File: src/rtl/minterm_scanner_pkg.sv
// rtl/minterm_scanner_pkg.sv - shared types and sizing helpers for the minterm scanner
// Purpose: scanner FSM state encoding, mask-width and settle-counter-width helpers.
// Ports: none (package).
package minterm_scanner_pkg;

    typedef enum logic [1:0] {
        ST_IDLE   = 2'd0,
        ST_SETTLE = 2'd1,
        ST_SAMPLE = 2'd2,
        ST_DONE   = 2'd3
    } state_e;

    // One mask bit per input combination.
    function automatic int mask_width(input int n_vars);
        return 1 << n_vars;
    endfunction

    // The settle counter holds values 0..settle_cyc-1; keep at least one bit.
    function automatic int settle_cnt_width(input int settle_cyc);
        return (settle_cyc <= 2) ? 1 : $clog2(settle_cyc);
    endfunction

endpackage

File: src/rtl/minterm_scanner_settle_timer.sv
// rtl/minterm_scanner_settle_timer.sv - loadable down-counter that times the settle phase
// Purpose: after load_i, expire_o rises once SETTLE_CYC cycles have elapsed (counting the
//          first cycle after the load edge as cycle one).
// Ports:
//   clk      in  clock
//   reset    in  synchronous active-high reset
//   load_i   in  restart the settle interval
//   expire_o out settle interval complete
module minterm_scanner_settle_timer
    import minterm_scanner_pkg::*;
#(
    parameter int SETTLE_CYC = 1
) (
    input  logic clk,
    input  logic reset,
    input  logic load_i,
    output logic expire_o
);

    localparam int CW = settle_cnt_width(SETTLE_CYC);
    localparam logic [CW-1:0] LOAD_VAL = CW'(SETTLE_CYC - 1);

    logic [CW-1:0] cnt_q;
    logic [CW-1:0] cnt_d;

    // Counts down to zero and rests there; it is only observed while settling.
    always_comb begin
        cnt_d = cnt_q;
        if (load_i) begin
            cnt_d = LOAD_VAL;
        end else if (cnt_q != '0) begin
            cnt_d = cnt_q - 1'b1;
        end
    end

    always_ff @(posedge clk) begin
        if (reset) begin
            cnt_q <= '0;
        end else begin
            cnt_q <= cnt_d;
        end
    end

    assign expire_o = (cnt_q == '0);

endmodule

File: src/rtl/minterm_scanner.sv
// rtl/minterm_scanner.sv - sequential truth-table reader and minterm mask checker
// Purpose: walks vars_out through 0..2^N_VARS-1, samples fn_in per vector into mask,
//          and compares mask against the expected mask latched at start.
// Optional feature macro: MINTERM_SCANNER_ERRCNT_EN adds err_cnt (mismatching positions).
// Ports:
//   clk       in   clock
//   reset     in   synchronous active-high reset
//   start     in   scan request, accepted only when idle
//   expected  in   expected minterm mask (bit i = f(i)), latched on accepted start
//   fn_in     in   output of the function under test
//   vars_out  out  input vector to the function under test (MSB = x)
//   busy      out  scan in progress, through the done cycle
//   done      out  one-cycle completion pulse
//   mask      out  sampled minterm mask, held until next accepted start
//   match     out  mask equals latched expected, valid with done
//   err_cnt   out  (optional) count of mismatching mask positions
module minterm_scanner
    import minterm_scanner_pkg::*;
#(
    parameter int N_VARS     = 3,
    parameter int SETTLE_CYC = 1
) (
    input  logic                            clk,
    input  logic                            reset,
    input  logic                            start,
    input  logic [mask_width(N_VARS)-1:0]   expected,
    input  logic                            fn_in,
    output logic [N_VARS-1:0]               vars_out,
    output logic                            busy,
    output logic                            done,
    output logic [mask_width(N_VARS)-1:0]   mask,
    output logic                            match
`ifdef MINTERM_SCANNER_ERRCNT_EN
    ,
    output logic [N_VARS:0]                 err_cnt
`endif
);

    localparam int MW = mask_width(N_VARS);

    state_e            state_q, state_d;
    logic [N_VARS-1:0] index_q, index_d;
    logic [MW-1:0]     mask_q, mask_d;
    logic [MW-1:0]     exp_q, exp_d;
    logic              match_q, match_d;
    logic              done_q, done_d;
    logic              timer_load;
    logic              timer_expire;
`ifdef MINTERM_SCANNER_ERRCNT_EN
    logic [N_VARS:0]   err_q, err_d;
`endif

    generate
        if (SETTLE_CYC > 0) begin : g_timer
            minterm_scanner_settle_timer #(
                .SETTLE_CYC (SETTLE_CYC)
            ) u_settle_timer (
                .clk      (clk),
                .reset    (reset),
                .load_i   (timer_load),
                .expire_o (timer_expire)
            );
        end else begin : g_no_timer
            assign timer_expire = 1'b1;
        end
    endgenerate

    always_comb begin
        state_d    = state_q;
        index_d    = index_q;
        mask_d     = mask_q;
        exp_d      = exp_q;
        match_d    = match_q;
        done_d     = 1'b0;
        timer_load = 1'b0;
`ifdef MINTERM_SCANNER_ERRCNT_EN
        err_d      = err_q;
`endif
        case (state_q)
            ST_IDLE: begin
                if (start) begin
                    index_d = '0;
                    mask_d  = '0;
                    match_d = 1'b0;
                    exp_d   = expected;
`ifdef MINTERM_SCANNER_ERRCNT_EN
                    err_d   = '0;
`endif
                    if (SETTLE_CYC == 0) begin
                        state_d = ST_SAMPLE;
                    end else begin
                        state_d    = ST_SETTLE;
                        timer_load = 1'b1;
                    end
                end
            end
            ST_SETTLE: begin
                if (timer_expire) begin
                    state_d = ST_SAMPLE;
                end
            end
            ST_SAMPLE: begin
                mask_d[index_q] = fn_in;
`ifdef MINTERM_SCANNER_ERRCNT_EN
                err_d = err_q + {{N_VARS{1'b0}}, fn_in ^ exp_q[index_q]};
`endif
                if (index_q == {N_VARS{1'b1}}) begin
                    state_d = ST_DONE;
                end else begin
                    index_d = index_q + 1'b1;
                    if (SETTLE_CYC == 0) begin
                        state_d = ST_SAMPLE;
                    end else begin
                        state_d    = ST_SETTLE;
                        timer_load = 1'b1;
                    end
                end
            end
            ST_DONE: begin
                // done/match are registered here, so they appear the cycle after DONE.
                done_d  = 1'b1;
                match_d = (mask_q == exp_q);
                state_d = ST_IDLE;
            end
            default: state_d = ST_IDLE;
        endcase
    end

    always_ff @(posedge clk) begin
        if (reset) begin
            state_q <= ST_IDLE;
            index_q <= '0;
            mask_q  <= '0;
            exp_q   <= '0;
            match_q <= 1'b0;
            done_q  <= 1'b0;
`ifdef MINTERM_SCANNER_ERRCNT_EN
            err_q   <= '0;
`endif
        end else begin
            state_q <= state_d;
            index_q <= index_d;
            mask_q  <= mask_d;
            exp_q   <= exp_d;
            match_q <= match_d;
            done_q  <= done_d;
`ifdef MINTERM_SCANNER_ERRCNT_EN
            err_q   <= err_d;
`endif
        end
    end

    // index is cleared on acceptance and never passes 2^N-1, so it doubles as vars_out
    // and naturally holds the last vector while idle.
    assign vars_out = index_q;
    assign busy     = (state_q != ST_IDLE) || done_q;
    assign done     = done_q;
    assign mask     = mask_q;
    assign match    = match_q;
`ifdef MINTERM_SCANNER_ERRCNT_EN
    assign err_cnt  = err_q;
`endif

endmodule
File: config.mk
export PLATFORM = sky130hd
export DESIGN_NAME = minterm_scanner
export DESIGN_NICKNAME = d
export VERILOG_FILES = /design/src/rtl/minterm_scanner_pkg.sv /design/src/rtl/minterm_scanner_settle_timer.sv /design/src/rtl/minterm_scanner.sv
export SDC_FILE = /design/constraint.sdc
export NUM_CORES = 1
export LEC_CHECK = 0
export ABC_AREA = 1
export ABC_CLOCK_PERIOD_IN_PS = 1870
export CAP_MARGIN = 20
export CORE_MARGIN = 2
export CORE_UTILIZATION = 52
export CTS_CLUSTER_DIAMETER = 100
export DETAILED_ROUTE_END_ITERATION = 10
export PLACE_DENSITY = 0.82
export SLEW_MARGIN = 10
export SYNTH_ARGS = -nofsm -noshare
export SYNTH_HDL_FRONTEND = slang
export SYNTH_SLANG_ARGS = --single-unit
File: constraint.sdc
create_clock -name clk -period 1.87 [get_ports clk]
set_input_delay 0.374 -clock clk [delete_from_list [all_inputs] [get_ports clk]]
set_output_delay 0.374 -clock clk [all_outputs]
set_load 0.02 [all_outputs]
Word level (Yosys, flattened, before mapping):

Cells that the tools add are included.

* word-level logic and storage cells: 50
* register bits after elaboration: 24
* input bits: 12
* output and inout bits: 14

* eq/ne operators: 8
* bitwise logic cells: 1
* magnitude comparators: 2
* add/sub/neg operators: 2
* reduce and logical (&&, ||, !) cells: 12
* multiplexer cells: 18

Operators by type and width (count)
* 8-bit one-hot mux with 2 select lines: 1
* 8-bit bitwise mux: 1
* 8-bit == test: 1
* 8-bit 2-to-1 mux: 1
* 2-bit one-hot mux with 4 select lines: 1
* 2-bit AND reduction: 4
* 2-bit 2-to-1 mux: 3
* 3-bit 2-to-1 mux: 2
* 2-bit inequality test, second input constant: 3
* 3-bit one-hot mux with 2 select lines: 1
* 2-bit nonzero test: 3
* 1-bit 2-to-1 mux: 5
* 2-bit == test, second input constant: 2
* 3-bit by 4-bit less-than comparator with 1-bit output, second input constant: 1
* 1-bit one-hot mux with 2 select lines: 2
* 3-bit by 1-bit adder with 3-bit output, second input constant: 1
* 1-bit demux with 3-bit select: 1
* 3-bit == test, second input constant: 1
* 3-bit by 1-bit greater-or-equal comparator with 1-bit output, second input constant: 1
* 3-bit AND reduction: 1
* 3-bit OR reduction: 1
* 2-bit by 1-bit == test with 1-bit output, second input constant: 1
* 2-bit logical NOT: 1
* 1-bit logical AND: 1
* other kinds (3): 3

Logic depth before layout (Yosys ltp):

* depth in word-level cells: 6
* mapped depth: 8
* depth with buffers taken out: 8

Hierarchy:

Synthesis repeated with hierarchy kept, for this count alone.

* cell total of the unflattened synthesis: 156
* area total of the unflattened synthesis: 1137.3 um^2

By module, submodules not included
* minterm_scanner: area an instance 1109.8 um^2, seq. area each 460.4 um^2, instances 1, cells each 153
* minterm_scanner_settle_timer: area an instance 27.5 um^2, seq. area each 20.0 um^2, instances 1, cells each 3

Least setup slack after synthesis:

No wires, ideal clock.

* path kind: register to output
* start point: reg state_q[0]
* end point: out busy
* buffers on the path: 0
* data arrival time: 930 ps
* required time: 1496 ps
* cell stages (with the launch flop): 4
* slack: 566 ps
* path through: dfxtp_1 > nor2_2 > inv_1 > or2_2

* cells in the longest elaborated chain, start to end: 2

RTL lines
* from (decl): RTL line minterm_scanner.sv:41 `state_e state_q, state_d;`
* from (signal assigned): RTL line minterm_scanner.sv:141 `state_q <= state_d;`
* 2-bit nonzero test: RTL line minterm_scanner.sv:156 `assign busy = (state_q != ST_IDLE) || done_q;`
* 1-bit logical OR: RTL line minterm_scanner.sv:156
* to (decl): RTL line minterm_scanner.sv:29 `output logic busy,`

No other way between the ends.

Worst setup path after layout:

* start point: reg index_q[2], in the netlist vars_out[2]
* end point: out vars_out[2]

RTL lines
* from (decl): RTL line minterm_scanner.sv:42 `logic [N_VARS-1:0] index_q, index_d;`
* from (signal assigned): RTL line minterm_scanner.sv:142 `index_q <= index_d;`
* to (decl): RTL line minterm_scanner.sv:28 `output logic [N_VARS-1:0] vars_out,`

No word-level cell between the ends.

==> run metrics <==
outcome finished clean; Hold Vio Cnt, Final 0; Pins Over Slew Limit 0; worst hold path depth 2; Seq/Total Area, Yosys 41.6%; worst r2r dst vars_out[0]$_SDFFE_PP0P_; Syn Std Cell Area 0.00115 mm2; Hold Path End exp_q[1]$_SDFFE_PP0P_; Sink Count 24; Area contributors post-synth dfxtp_1 (42%), a21oi_1 (9.5%), nand2_1 (8.5%), inv_1 (6.2%), o21ai_1 (5.6%); origin of the critical flop-to-flop path vars_out[1]$_SDFFE_PP0P_; Lkg Pwr 0.564 nW; post-synth top area share a little over two fifths; antenna violations before repair 0; TritonCTS clock tree done; clk_lat worst skew 0.31 ns; Synth async-reset ratio 0%; RSZ-0062 raised after global routing false; Root Driver clkbuf_4; htree depth 1; ys flop type dfxtp_1; Final Setup Violations 0; worst min path class reg2reg; setup skew after layout ~0.0012 ns; Power Density 706 mW/mm2; FF-to-FF setup slack roughly 0.57 ns; vias in the first global route 1091; largest net degree at the start of global routing 25; Num CTS Buffers 3; Die Ht 51.1 um; worst path bufs/invs 1; syn_area_per_cell 7.44 um2; DR iter-0 viols 21; RD Place Congestion approximately 0.82; Antenna Nets Post-Route 0; Max Freq 554 MHz; Post-route DRC 0; Gate Count Post-Synth 155; Crit. path cell count 1; Sum Neg Setup Slack 0 ns; placed insts 207; most frequent cells in the layout nand2_1 (26), clkdlybuf4s50_1 (24), dfxtp_1 (23); GR Util All Layers between 20 and 25%; crit path max fanout 7; Ant. Diodes 0; multi-input logic area 559 um2; slowest cell on the critical path clkdlybuf4s50_1; syn_nets 169; routed len/inst 12.2 um; cts hold-fix bufs 0; crit-path cells clkdlybuf4s50_1; vias between 1k and 1.5k; critical path class reg2out; Max Cap Viol 0; Setup crit end kind primary output; IO Count 26; Unique masters post-synth 26; Layout area overhead 25.8%; Reg2Reg Depth 5; #FFs+latches synth 24; Final min period 1.81 ns; core area 0.00215 mm2; die area ~0.0026 mm2; I/O Buffers 25; Non-Filler Instances 210; Tcrit/Tclk final 96.6%; Peak VDD IR 0.000624 V; vias per cell 5.26; detailed-route wire length 2570 um; hold path startpoint exp_q[1]$_SDFFE_PP0P_; initial core utilization 53.7%; grt total ovfl 0; die width ~50 um; most common cell after layout, fill and taps aside nand2_1; Worst EP arrival 1.43 ns; Crit path max-delay family buffers and inverters; number of core rows 17; CTS clock-pin slew for the worst setup and hold paths approximately 0.12 ns; first-pass GRT wire length between 4000 and 5000 um; layout cells sized above 1 a little under an eighth; fin nets between 150 and 200; number of synthesized flops with an enable pin 0; Synth area leader dfxtp_1; placed wire-length estimate 1890 um; fill count roughly 180; CTS max path bufs 2; crit-path max cell delay 0.65 ns; CP required 1.50 ns; Yosys warning count 0; First-pass DRT Iterations 4; Critical Path Source Type register; total area of sequential cells between 400 and 500 um2
routing by layer:
metal | wire (um) | global-route usage, % | part of all wire [%] | vias up
met1 | 1130 | 26.7 | 44 | 526
met2 | 1320 | 42.2 | 51 | 17
met5 | 0 | 0 | 0 | -
met4 | 29 | 8.56 | 1.1 | 0
li1 | - | - | - | 558
met3 | 90 | 2.63 | 3.5 | 4
cells by family after synthesis:
logic type	after synthesis	share of synthesized area (%)
AOI/OAI and AO/OA	43	21.6
xor gates and xnor gates	2	1.52
adders and majority gates	2	2.17
buffers and inverters	26	9.87
DFF	24	41.6
other	1	0.325
and+or+nand+nor	57	22.9
sequential cells by signal (all words and copies together) (netlist names):
| name | count |
|---|---|
| done | 1 |
| exp_q | 8 |
| g_timer.u_settle_timer.cnt_q | 1 |
| mask | 8 |
| match | 1 |
| state_q | 2 |
| vars_out | 3 |
metrics by stage:
stage	util [%]	setup slack, ns	cell area, um2	hold slack, ns	power [mW]
floorplan	-	0.566	1150	0.444	0.733
global placement	66.7	0.222	1430	0.453	0.805
detailed placement	66.7	0.180	1430	0.466	0.819
CTS	67.7	0.0423	1450	0.483	1.03
global route	67.6	0.00920	1450	0.510	1.09
finish	67.6	0.0641	1450	0.482	1.03
what timing repair did:
item	4_1_cts	5_1_grt
setup buffers	0	0
resized for setup	1	3
endpoints found under the setup margin	1	2
synth_stat cells (2+ instances only):
library cell	instances
nand2_1	26
a211oi_1	3
nand3_1	12
nor2_1	9
xor2_1	2
a21oi_1	22
o21ai_0	2
o21ai_1	13
inv_1	19
buf_2	2
ha_1	2
nor2_2	5
dfxtp_1	24
a211oi_2	2
cell type report:
type | count | share of cell area (%)
clock buffer | 3 | 1.55
inverter | 22 | 5.86
multi-input combinational | 105 | 38.5
sequential | 24 | 33.2
tap | 28 | 2.41
timing repair buffer | 28 | 18.4
worst max path at each step:
stage	startpoint	end	slack, ns
5_1_grt	vars_out[1]$_SDFFE_PP0P_	vars_out[1]	0.009
3_5_place_dp	state_q[1]$_SDFFE_PP0P_	busy	0.18
3_3_place_gp	state_q[1]$_SDFFE_PP0P_	busy	0.22
2_1_floorplan	state_q[0]$_SDFFE_PP0P_	busy	0.57
4_1_cts	state_q[1]$_SDFFE_PP0P_	busy	0.04
6_report	vars_out[2]$_SDFFE_PP0P_	vars_out[2]	0.06
where the power goes:
| group | switching [mW] | internal, mW |
|---|---|---|
| Sequential | 0.0280 | 0.544 |
| Clock | 0.145 | 0.0753 |
| Combinational | 0.135 | 0.0979 |
Power figures use the tool's default switching activity.
